<file path="config.mk">
export PLATFORM = sky130hd
export DESIGN_NAME = fifo_stream_tx
export DESIGN_NICKNAME = d
export VERILOG_FILES = /design/src/rtl/fifo_stream_tx_pkg.sv /design/src/rtl/fifo_stream_tx.sv
export SDC_FILE = /design/constraint.sdc
export NUM_CORES = 1
export LEC_CHECK = 0
export BUFFER_PORTS_ARGS = -buffer_cell sky130_fd_sc_hd__buf_2
export CAP_MARGIN = 25
export CELL_PAD_IN_SITES_DETAIL_PLACEMENT = 1
export CELL_PAD_IN_SITES_GLOBAL_PLACEMENT = 2
export CORE_ASPECT_RATIO = 1.1
export CORE_MARGIN = 2
export CORE_UTILIZATION = 28
export DETAILED_ROUTE_END_ITERATION = 10
export GPL_TIMING_DRIVEN = 0
export HOLD_SLACK_MARGIN = 0.12
export PLACE_DENSITY = 0.88
export SYNTH_ARGS = -nofsm -noshare
export SYNTH_HDL_FRONTEND = slang
export SYNTH_SLANG_ARGS = --single-unit
</file>
<file path="constraint.sdc">
create_clock -name clk -period 2.1 [get_ports clk]
set_clock_uncertainty 0.05 [all_clocks]
set_input_delay 0.315 -clock clk [delete_from_list [all_inputs] [get_ports clk]]
set_output_delay 0.315 -clock clk [all_outputs]
set_load 0.03 [all_outputs]
</file>
<file path="src/rtl/fifo_stream_tx_pkg.sv">
// rtl/fifo_stream_tx_pkg.sv - shared types and defaults for the FIFO-to-stream packetiser
//
// Purpose: FSM state encoding, default widths and a small sizing helper used by
// fifo_stream_tx and its companion peek FIFO.
// Ports: none (package).

package fifo_stream_tx_pkg;

  localparam int DEF_DATA_WIDTH = 8;
  localparam int DEF_LEN_WIDTH  = 8;
  localparam int DEF_DEST_WIDTH = 4;
  localparam int DEF_CNT_WIDTH  = 16;
  localparam int DEF_FIFO_DEPTH = 8;

  typedef enum logic {
    ST_IDLE   = 1'b0,
    ST_ACTIVE = 1'b1
  } tx_state_e;

  // Address width for a memory of n entries; never returns 0 so a 1-entry
  // FIFO still gets a legal one-bit pointer.
  function automatic int addr_width(input int n);
    return (n > 1) ? $clog2(n) : 1;
  endfunction

endpackage

</file>
<file path="src/rtl/fifo_stream_tx.sv">
// rtl/fifo_stream_tx.sv - drains a peek FIFO into a framed valid/ready packet stream
//
// Purpose: pops words from a peek-style FIFO into a single-stage output
// register and frames them into packets of cfg_pkt_len beats with tlast and a
// per-packet destination.
// Ports:
//   clk            clock, rising edge
//   rst            synchronous active-low reset
//   fifo_data      FIFO head word
//   fifo_empty     FIFO empty flag
//   fifo_r_enable  pop strobe to FIFO (combinational)
//   tx_enable      permits the start of new packets
//   cfg_pkt_len    beats per packet, sampled at packet start, 0 means 1
//   cfg_dest       destination, sampled at packet start
//   m_tvalid/m_tready/m_tdata/m_tlast/m_tdest  master stream
//   busy           packet in progress or beat pending
//   pkt_count      packets fully accepted downstream, wraps

module fifo_stream_tx
  import fifo_stream_tx_pkg::*;
#(
  parameter int DATA_WIDTH = DEF_DATA_WIDTH,
  parameter int LEN_WIDTH  = DEF_LEN_WIDTH,
  parameter int DEST_WIDTH = DEF_DEST_WIDTH,
  parameter int CNT_WIDTH  = DEF_CNT_WIDTH
) (
  input  logic                  clk,
  input  logic                  rst,
  input  logic [DATA_WIDTH-1:0] fifo_data,
  input  logic                  fifo_empty,
  output logic                  fifo_r_enable,
  input  logic                  tx_enable,
  input  logic [LEN_WIDTH-1:0]  cfg_pkt_len,
  input  logic [DEST_WIDTH-1:0] cfg_dest,
  output logic                  m_tvalid,
  input  logic                  m_tready,
  output logic [DATA_WIDTH-1:0] m_tdata,
  output logic                  m_tlast,
  output logic [DEST_WIDTH-1:0] m_tdest,
  output logic                  busy,
  output logic [CNT_WIDTH-1:0]  pkt_count
);

  localparam logic [LEN_WIDTH-1:0] LEN_ONE = LEN_WIDTH'(1);
  localparam logic [CNT_WIDTH-1:0] CNT_ONE = CNT_WIDTH'(1);

  tx_state_e             state_q, state_d;
  logic [LEN_WIDTH-1:0]  beat_cnt_q, beat_cnt_d;
  logic [LEN_WIDTH-1:0]  len_q, len_d;
  logic                  tlast_q, tlast_d;
  logic [DEST_WIDTH-1:0] tdest_q, tdest_d;
  logic                  tvalid_q, tvalid_d;
  logic [DATA_WIDTH-1:0] tdata_q, tdata_d;
  logic [CNT_WIDTH-1:0]  pkt_count_q, pkt_count_d;

  logic                  slot_free;
  logic                  load;
  logic                  last_beat;
  logic [LEN_WIDTH-1:0]  eff_len;

  // The output slot can take a new word when empty or being drained this cycle.
  assign slot_free = !tvalid_q || m_tready;

  // A started packet always runs to completion; tx_enable only gates new ones.
  // Gating with rst keeps the FIFO untouched while reset is held.
  assign load = rst && slot_free && !fifo_empty &&
                ((state_q == ST_ACTIVE) || tx_enable);

  assign fifo_r_enable = load;
  assign eff_len       = (cfg_pkt_len == '0) ? LEN_ONE : cfg_pkt_len;
  assign last_beat     = (beat_cnt_q == (len_q - LEN_ONE));

  // Packet framing: beat counter, latched length/destination, tlast.
  always_comb begin
    state_d    = state_q;
    beat_cnt_d = beat_cnt_q;
    len_d      = len_q;
    tlast_d    = tlast_q;
    tdest_d    = tdest_q;
    if (load) begin
      case (state_q)
        ST_IDLE: begin
          len_d      = eff_len;
          tdest_d    = cfg_dest;
          beat_cnt_d = LEN_ONE;
          if (eff_len == LEN_ONE) begin
            tlast_d = 1'b1;
            state_d = ST_IDLE;
          end else begin
            tlast_d = 1'b0;
            state_d = ST_ACTIVE;
          end
        end
        ST_ACTIVE: begin
          tlast_d = last_beat;
          if (last_beat) begin
            beat_cnt_d = '0;
            state_d    = ST_IDLE;
          end else begin
            beat_cnt_d = beat_cnt_q + LEN_ONE;
          end
        end
        default: state_d = ST_IDLE;
      endcase
    end
  end

  always_ff @(posedge clk) begin
    if (!rst) begin
      state_q    <= ST_IDLE;
      beat_cnt_q <= '0;
      len_q      <= '0;
      tlast_q    <= 1'b0;
      tdest_q    <= '0;
    end else begin
      state_q    <= state_d;
      beat_cnt_q <= beat_cnt_d;
      len_q      <= len_d;
      tlast_q    <= tlast_d;
      tdest_q    <= tdest_d;
    end
  end

  // Output register and packet counter. A load in the same cycle as a
  // handshake replaces the accepted beat, so tvalid stays high.
  always_comb begin
    tvalid_d    = tvalid_q;
    tdata_d     = tdata_q;
    pkt_count_d = pkt_count_q;
    if (load) begin
      tvalid_d = 1'b1;
      tdata_d  = fifo_data;
    end else if (m_tready) begin
      tvalid_d = 1'b0;
    end
    if (tvalid_q && m_tready && tlast_q) begin
      pkt_count_d = pkt_count_q + CNT_ONE;
    end
  end

  always_ff @(posedge clk) begin
    if (!rst) begin
      tvalid_q    <= 1'b0;
      tdata_q     <= '0;
      pkt_count_q <= '0;
    end else begin
      tvalid_q    <= tvalid_d;
      tdata_q     <= tdata_d;
      pkt_count_q <= pkt_count_d;
    end
  end

  assign m_tvalid  = tvalid_q;
  assign m_tdata   = tdata_q;
  assign m_tlast   = tlast_q;
  assign m_tdest   = tdest_q;
  assign pkt_count = pkt_count_q;
  assign busy      = (state_q == ST_ACTIVE) || tvalid_q;

endmodule

</file>
==> results_dict.tcl, run 1 <==
set metrics [dict create \
    outcome "finished, violations left" \
    violations "setup timing" \
    synthArstFlopShare 0 \
    synth_common_cells "47 x dfxtp_1, 30 x nand2_1, 18 x xnor2_1" \
    critPathLaunchType "register" \
    arrival_ps 2320 \
    cts.clk_slew.worst_paths_ps 90 \
    drv_slew 0 \
    die-area_sq_um 8497 \
    ioPinCount 57 \
    fin_crit_ps 2122 \
    start_util 0.2897 \
    first_iter_violations 32 \
    powerDensity_nw_per_um2 650.7 \
    clkPwrFrac 0.370 \
    leakagePower_nw 1.158 \
    postRouteAntennaNets 0 \
    critPathCaptureType "register" \
    ys_seq_area_frac 0.4322 \
    synth.area.top_cells "dfxtp_1 43%, xnor2_1 7.2%, mux2i_1 5.5%, nand2_1 5.2%, nor2b_1 4.6%" \
    required_ps 2300 \
    die_height_um 96.48 \
    fin_crit_sh 1.010 \
    setup_violations 2 \
    drc 0 \
    synth_edf_count 0 \
    cts_tree "done" \
    dp_hpwl_mm 4.083 \
    numClockSinks 47 \
    clock_latency_ps 310 \
    grt_pass1_wl_mm 9.390 \
    clk_path_buf_depth 2 \
    yosysMostFrequentCell "dfxtp_1" \
    crit_buf_inv 0 \
    ys.flop_type "dfxtp_1" \
    swShare 0.2652 \
    cp_slowest_cell "or4_4" \
    yosys.area.top_type "dfxtp_1" \
    firstDrtPassIters 4 \
    antenna_cells 0 \
    combPwrFrac 0.131 \
    antenna_found_initial 0 \
    p_int_mw 1.378 \
    max_slew_margin 0.6859 \
    cp_cell_sequence "or3_4 > or4_4 > a211oi_4 > nand4_4 > mux2_4 > a21oi_2" \
    grt_setup_unrepaired "true" \
    syn_avg_cell_area_sq_um 8.959 \
    layout_setup_ws_ps -21.51 \
    synth_fp_nets 271 \
    root_buffer "clkbuf_8" \
    yosys.area.top_type_share 0.4322 \
    fp.dieW_um 88.08 \
    fmax_ghz 0.4714 \
    syn_area_sq_um 2177 \
    multiInputGateArea_sq_um 1265 \
    track_usage 0.1430 \
    design_area_sq_um 2882 \
    areaGrowthSynthToFinish_pct 32.36 \
    placedInstanceArea_sq_um 2590 \
    gp_congestion 0.7402 \
    power.switching_mw 0.4972 \
    critPathMaxStageDelay_ps 440 \
    synth_cell_types 41 \
    coreArea_sq_um 7515 \
    seqCellArea_sq_um 943.4 \
    synth_cells 243 \
    grt_max_degree 17 \
    fillCellCount 933 \
    vdd_drop_max_uv 275.5 \
    drt-vias-per-instance 4.612 \
    drive_above_1_share 0.3048 \
    numPortBuffers 56 \
    cts-buffers-inserted 5 \
    p_seq_frac 0.500 \
    path_class "reg -> reg" \
    hold_violations 0 \
    rows 33 \
    tightest_slew_ps 471.2 \
    cpLargestDelayFamily "simple AND/OR/NAND/NOR gates" \
    cts_max_level 2 \
    vias 1937 \
    finalWirelength_mm 5.848 \
    grt_overflow 0 \
    post-place-ws_ps -292.6 \
    wl_per_cell_um 13.92 \
    ys_ff_latch 47 \
    power_mw 1.875 \
    cp_max_fo 4 \
    hold_path.class "in -> reg" \
    final_nets 342 \
    maxCapViolations 0 \
    grt_pass1_vias 1844 \
    yosysWarningCount 0 \
]
==> final cells by class <==
cell class                      instances  area share
Buffer                                 10     0.01737
Clock buffer                            5     0.02388
Clock inverter                          3     0.01607
Inverter                                5    0.006513
Multi-Input combinational cell        180      0.4390
Sequential cell                        47      0.3274
Tap cell                              105     0.04559
Timing Repair Buffer                   65      0.1242
==> worst min-delay path, stage by stage <==
cell and delay [ps]:
buf_2 70, nand2_1 30, o21ai_0 50
==> repair_timing <==
item,in CTS,in global routing
pin swaps,4,8
setup endpoints to repair,13,21
buffers inserted,4,5
hold buffers,0,0
resized for setup,16,12
==> layout by cell type (no fill, tap or decap), types with 6 or more instances in the layout <==
cell / Yosys / routed
buf_2: 1 / 56
dfxtp_1: 47 / 45
nand2_1: 30 / 30
xnor2_1: 18 / 18
nor2b_1: 16 / 16
o21ai_0: 13 / 13
mux2i_1: 12 / 12
and2_1: 12 / 12
nand3_1: 8 / 8
nor2_1: 9 / 8
xor2_1: 8 / 8
buf_4: 0 / 8
clkbuf_1: 8 / 7
nand4_1: 6 / 6
==> power groups by stage <==
| stage | logic (mW) | clock network, mW | registers (mW) |
|---|---|---|---|
| 2_1_floorplan | 0.105 | 0 | 0.983 |
| 3_3_place_gp | 0.204 | 0 | 0.956 |
| 3_5_place_dp | 0.208 | 0 | 0.957 |
| 4_1_cts | 0.230 | 0.716 | 0.937 |
| 5_1_grt | 0.268 | 0.754 | 0.942 |
| 6_report | 0.245 | 0.693 | 0.937 |
==> through the flow <==
| stage | hold WS [ps] | utilization | TNS, ps | instances |
|---|---|---|---|---|
| after floorplan | 373.6 | - | -8.351 | 243 |
| after global placement | 392.3 | 0.3447 | -1661 | 404 |
| after detailed placement | 402.0 | 0.3447 | -2158 | 404 |
| after CTS | 142.9 | 0.3728 | 0 | 416 |
| after global routing | 159.7 | 0.3835 | -249.0 | 420 |
| final | 150.0 | 0.3835 | -40.53 | 420 |
==> worst paths after layout <==
| path | from | to | slack, ps | depth (start not counted) |
|---|---|---|---|---|
| setup / recovery | len_q[1] | m_tlast | -20 | 6 |
| hold / removal | fifo_data[1] | m_tdata[1] | 150 | 3 |
| setup reg to reg | len_q[1] | m_tlast | -20 | 6 |
| hold reg to reg | m_tdata[6] | m_tdata[6] | 410 | 2 |
==> cells by family (layout without fill, tap and decap cells) <==
| logic type | after synthesis | in the layout | share of synthesized area |
|---|---|---|---|
| flops | 47 | 47 | 0.4322 |
| mux | 13 | 13 | 0.06207 |
| simple gates | 107 | 107 | 0.2684 |
| xor+xnor | 26 | 26 | 0.1046 |
| compound gates | 31 | 31 | 0.08736 |
| fa+ha+maj | 3 | 3 | 0.01724 |
| buf+inv | 16 | 88 | 0.02816 |
==> metal layers <==
metal  track usage  share of wire  vias to the layer above
met5             0              0                        -
met4       0.03788         0.0085                        0
met3       0.03568          0.048                        6
met2        0.2449           0.51                       33
met1        0.1795           0.43                      925
li1              -              -                      973
==> sequential cells by signal, summed over array words and instances, names as in the netlist <==
signal,cells
pkt_count,16
beat_cnt_q,8
len_q,8
m_tdata,8
m_tdest,4
m_tlast,1
m_tvalid,1
state_q,1
Power figures use the tool's default switching activity.
==> run 2, diff against run 1 <==
--- a/config.mk
+++ b/config.mk
@@ -16,6 +16,7 @@
 export GPL_TIMING_DRIVEN = 0
 export HOLD_SLACK_MARGIN = 0.12
 export PLACE_DENSITY = 0.88
+export RECOVER_POWER = 25
 export SYNTH_ARGS = -nofsm -noshare
 export SYNTH_HDL_FRONTEND = slang
 export SYNTH_SLANG_ARGS = --single-unit
==> run 2 against run 1 <==
The run still ends with setup timing left. Global-route usage did not move. Highest routed layer unchanged. Sequential power about the same. Wire length unchanged. Largest cell class unchanged.
==> results_dict.tcl, run 2 (synthesized netlist as in run 1, its figures left out) <==
set metrics [dict create \
    numClockSinks 47 \
    rows 33 \
    violations "setup timing" \
    drive_above_1_share 0.2571 \
    arrival_ps 2320 \
    combPwrFrac 0.129 \
    swShare 0.2657 \
    whs_ps 150.0 \
    p_seq_frac 0.501 \
    gp_congestion 0.7402 \
    cts-buffers-inserted 5 \
    tightest_slew_ps 469.9 \
    cp_slowest_cell "or4_4" \
    cts.clk_slew.worst_paths_ps 90 \
    areaGrowthSynthToFinish_pct 31.49 \
    clkPwrFrac 0.370 \
    firstDrtPassIters 4 \
    track_usage 0.1430 \
    cp_max_fo 4 \
    vdd_drop_max_uv 275.5 \
    start_util 0.2897 \
    outcome "finished, violations left" \
    leakagePower_nw 1.095 \
    drc 0 \
    finalWirelength_mm 5.848 \
    cpLargestDelayFamily "simple AND/OR/NAND/NOR gates" \
    final_nets 342 \
    die-area_sq_um 8497 \
    setup_violations 2 \
    cp_cell_sequence "or3_4 > or4_4 > a211oi_4 > nand4_4 > mux2_4 > a21oi_2" \
    layout_setup_ws_ps -22.67 \
    stdcell_count 420 \
    required_ps 2290 \
    layout_common_cells "45 x dfxtp_1, 41 x buf_2, 30 x nand2_1" \
    coreArea_sq_um 7515 \
    grt_overflow 0 \
    crit_buf_inv 0 \
    die_height_um 96.48 \
    antenna_cells 0 \
    fmax_ghz 0.4711 \
    grt_setup_unrepaired "true" \
    postRouteAntennaNets 0 \
    ioPinCount 57 \
    seqCellArea_sq_um 943.4 \
    first_iter_violations 38 \
    multiInputGateArea_sq_um 1265 \
    p_int_mw 1.374 \
    fp.dieW_um 88.08 \
    root_buffer "clkbuf_8" \
    fin_crit_sh 1.011 \
    power_mw 1.871 \
    antenna_found_initial 0 \
    clock_latency_ps 310 \
    vias 1950 \
    grt_max_degree 17 \
    fin_crit_ps 2123 \
    numPortBuffers 56 \
    setup_tns_ps -41.03 \
    critPathMaxStageDelay_ps 440 \
    maxCapViolations 0 \
    cts_tree "done" \
    critPathCaptureType "register" \
    drt-vias-per-instance 4.643 \
    critPathLaunchType "register" \
    clk_path_buf_depth 2 \
    drv_slew 0 \
    cts_max_level 2 \
    power.switching_mw 0.4971 \
    dpl.cell_count 404 \
    hold_path.class "in -> reg" \
    grt_pass1_wl_mm 9.390 \
    postCtsHoldBufs 0 \
    largest_reg_flops 16 \
    powerDensity_nw_per_um2 653.5 \
    layout_commonest_cell "dfxtp_1" \
    hold_violations 0 \
    max_slew_margin 0.6867 \
    dp_hpwl_mm 4.083 \
    grt_pass1_vias 1844 \
    fillCellCount 926 \
    wl_per_cell_um 13.92 \
    path_class "reg -> reg" \
]
run 2: final cells by class:
type                            count  share of cell area
Buffer                             10             0.01748
Inverter                            5            0.006556
Clock buffer                        5             0.02404
Sequential cell                    47              0.3295
Tap cell                          105             0.04589
Timing Repair Buffer               65              0.1184
Clock inverter                      3             0.01617
Multi-Input combinational cell    180              0.4419
run 2: worst paths after layout:
path                 from          to  slack [ps]  depth (start not counted)
max              len_q[1]     m_tlast         -20                          6
min          fifo_data[1]  m_tdata[1]         150                          3
max reg2reg      len_q[1]     m_tlast         -20                          6
min reg2reg    m_tdata[6]  m_tdata[6]         410                          2
run 2: repair_timing:
action / 4_1_cts / 5_1_grt
setup endpoints to repair: 13 / 21
buffers inserted: 4 / 5
cloned: 0 / 0
gates resized for setup: 16 / 12
pin swaps: 4 / 8
run 2: power by group through the flow:
stage	logic [mW]	registers [mW]	clock network (mW)
2_1_floorplan	0.105	0.983	0
3_3_place_gp	0.204	0.956	0
3_5_place_dp	0.208	0.957	0
4_1_cts	0.230	0.937	0.716
5_1_grt	0.264	0.942	0.754
6_report	0.241	0.937	0.692
run 2: stage by stage:
step | worst slack, ps | util | instance area [sq um]
after floorplan | -1.670 | - | 2178
after global placement | -255.4 | 0.3447 | 2590
after detailed placement | -292.6 | 0.3447 | 2590
after CTS | 1.595 | 0.3728 | 2801
after global routing | -99.41 | 0.3810 | 2863
final | -22.67 | 0.3810 | 2863
run 2: metal layers:
metal,GRT usage,wire length [um]
met1,0.1795,2556
met5,0,0
met2,0.2449,2982
met4,0.03788,50
met3,0.03568,258
run 2: worst min-delay path, delay by kind of cell:
| family | cells | cell delay (ps) |
|---|---|---|
| compound gates | 1 | 50 |
| buf+inv | 1 | 70 |
| simple gates | 1 | 30 |
==> run 3, diff against run 2 <==
--- a/config.mk
+++ b/config.mk
@@ -10,13 +10,13 @@
 export CELL_PAD_IN_SITES_DETAIL_PLACEMENT = 1
 export CELL_PAD_IN_SITES_GLOBAL_PLACEMENT = 2
 export CORE_ASPECT_RATIO = 1.1
-export CORE_MARGIN = 2
 export CORE_UTILIZATION = 28
 export DETAILED_ROUTE_END_ITERATION = 10
 export GPL_TIMING_DRIVEN = 0
 export HOLD_SLACK_MARGIN = 0.12
 export PLACE_DENSITY = 0.88
 export RECOVER_POWER = 25
+export REMOVE_ABC_BUFFERS = 1
 export SYNTH_ARGS = -nofsm -noshare
 export SYNTH_HDL_FRONTEND = slang
 export SYNTH_SLANG_ARGS = --single-unit
==> run 3 against run 2 <==
The run still ends with setup timing left. Clock power is 0.9% lower. Core utilization is 0.68 points lower. First-iteration DRC count is 16% higher. Largest power group unchanged. Die area is 4.3% lower. Wire length is 8.9% lower. Total power is 1.4% lower. Sequential share of layout area is 0.83 points higher. Register-to-register slack hardly changed. Critical path depth stayed put. Critical endpoint unchanged.
==> results_dict.tcl, run 3 (synthesized netlist as in run 1, its figures left out) <==
set metrics [dict create \
    numClockSinks 47 \
    fillCellCount 924 \
    hold_violations 0 \
    whs_ps 150.8 \
    fin_crit_ps 2134 \
    rows 33 \
    layout_setup_ws_ps -33.65 \
    grt_max_degree 43 \
    coreArea_sq_um 7473 \
    grt_pass1_vias 1930 \
    fmax_ghz 0.4687 \
    layout_commonest_cell "dfxtp_1" \
    cts_tree "done" \
    first_iter_violations 44 \
    required_ps 2290 \
    drive_above_1_share 0.2566 \
    gp_congestion 0.7761 \
    drc 0 \
    antenna_cells 0 \
    layout_common_cells "46 x dfxtp_1, 41 x buf_2, 30 x nand2_1" \
    path_class "reg -> reg" \
    arrival_ps 2330 \
    start_util 0.2913 \
    clock_latency_ps 300 \
    final_nets 331 \
    outcome "finished, violations left" \
    cp_slowest_cell "or4_4" \
    die_height_um 94.48 \
    cpLargestDelayFamily "simple AND/OR/NAND/NOR gates" \
    clk_path_buf_depth 2 \
    root_buffer "clkbuf_8" \
    cts.clk_slew.worst_paths_ps 90 \
    drv_slew 0 \
    postRouteAntennaNets 0 \
    multiInputGateArea_sq_um 1254 \
    dp_hpwl_mm 3.717 \
    seqCellArea_sq_um 944.7 \
    finalWirelength_mm 5.329 \
    cp_cell_sequence "or3_4 > or4_4 > a211oi_4 > nand4_4 > mux2_4 > a21oi_2" \
    wl_per_cell_um 13.03 \
    largest_reg_flops 16 \
    critPathMaxStageDelay_ps 440 \
    firstDrtPassIters 3 \
    setup_violations 1 \
    die-area_sq_um 8132 \
    holdPathStages 3 \
    crit_buf_inv 0 \
    numPortBuffers 56 \
    areaGrowthSynthToFinish_pct 28.45 \
    grt_pass1_wl_mm 9.032 \
    power_mw 1.845 \
    grt_setup_unrepaired "true" \
    hold_path.class "in -> reg" \
    track_usage 0.1407 \
    post-place-ws_ps -735.1 \
    fp.dieW_um 86.08 \
    antenna_found_initial 0 \
    cp_max_fo 6 \
    violations "setup timing" \
    ioPinCount 57 \
    maxCapViolations 0 \
    vdd_drop_max_uv 281.6 \
    leakagePower_nw 1.057 \
    worst_r2r_path_depth 6 \
    crit_cells 6 \
    cts_max_level 2 \
    drt-vias-per-instance 4.538 \
    max_slew_margin 0.7115 \
    powerDensity_nw_per_um2 659.6 \
    fin_crit_sh 1.016 \
    tightest_slew_ps 432.7 \
    critPathCaptureType "register" \
    critPathLaunchType "register" \
    cts-buffers-inserted 5 \
    vias 1856 \
    postCtsHoldBufs 0 \
    grt_overflow 0 \
]
run 3: cell types whose count changed in the layout (fill, tap and decap cells not counted), moves of 2 or more:
cell | previous run | this run
nor2_2 | 1 | 3
buf_6 | 3 | 1
dfxtp_2 | 2 | 0
clkbuf_1 | 22 | 14
nor2_1 | 8 | 6
run 3: tightest hold or removal path, stage by stage:
cell and delay, ps:
buf_2 70, nand2_1 30, o21ai_0 50
run 3: what timing repair did:
action	4_1_cts	5_1_grt
pin swaps	3	6
hold endpoints to repair	0	0
endpoints found under the setup margin	23	12
gates cloned	1	0
resized for setup	16	6
setup buffers	6	1
run 3: stage by stage:
stage / TNS [ps] / std cells / cell area, sq um / utilization
after detailed placement: -11600 / 393 / 2546 / 0.3407
after floorplan: -359.0 / 232 / 2135 / -
after global routing: -622.9 / 409 / 2796 / 0.3742
final: -33.65 / 409 / 2796 / 0.3742
after global placement: -10190 / 393 / 2546 / 0.3407
after CTS: -46.84 / 408 / 2784 / 0.3725
run 3: routing by layer:
layer / part of all wire / vias to the layer above / GRT usage
li1: - / 947 / -
met1: 0.47 / 859 / 0.1671
met2: 0.47 / 40 / 0.2474
met3: 0.028 / 10 / 0.02448
met4: 0.023 / 0 / 0.06250
met5: 0 / - / 0
run 3: area by class of cell:
| class | instances | share of cell area |
|---|---|---|
| repair buffers | 63 | 0.1150 |
| well taps | 105 | 0.04698 |
| inverters | 5 | 0.008054 |
| clock inverters | 2 | 0.01253 |
| clock buffers | 6 | 0.02953 |
| multi-input cells | 180 | 0.4483 |
| repair inverters | 1 | 0.001790 |
| flip-flops and latches | 47 | 0.3378 |
run 3: power by group:
group | internal [mW] | total (mW) | switching [mW]
Sequential | 0.915 | 0.939 | 0.0238
Combinational | 0.0880 | 0.220 | 0.132
Clock | 0.385 | 0.686 | 0.301
Total | 1.39 | 1.84 | 0.456
run 3: path summary, 6_finish.rpt:
check | start | to | slack [ps]
min reg2reg | m_tdata[6] | m_tdata[6] | 420
min | fifo_data[6] | m_tdata[6] | 150
max reg2reg | len_q[0] | m_tlast | -30
max | len_q[0] | m_tlast | -30
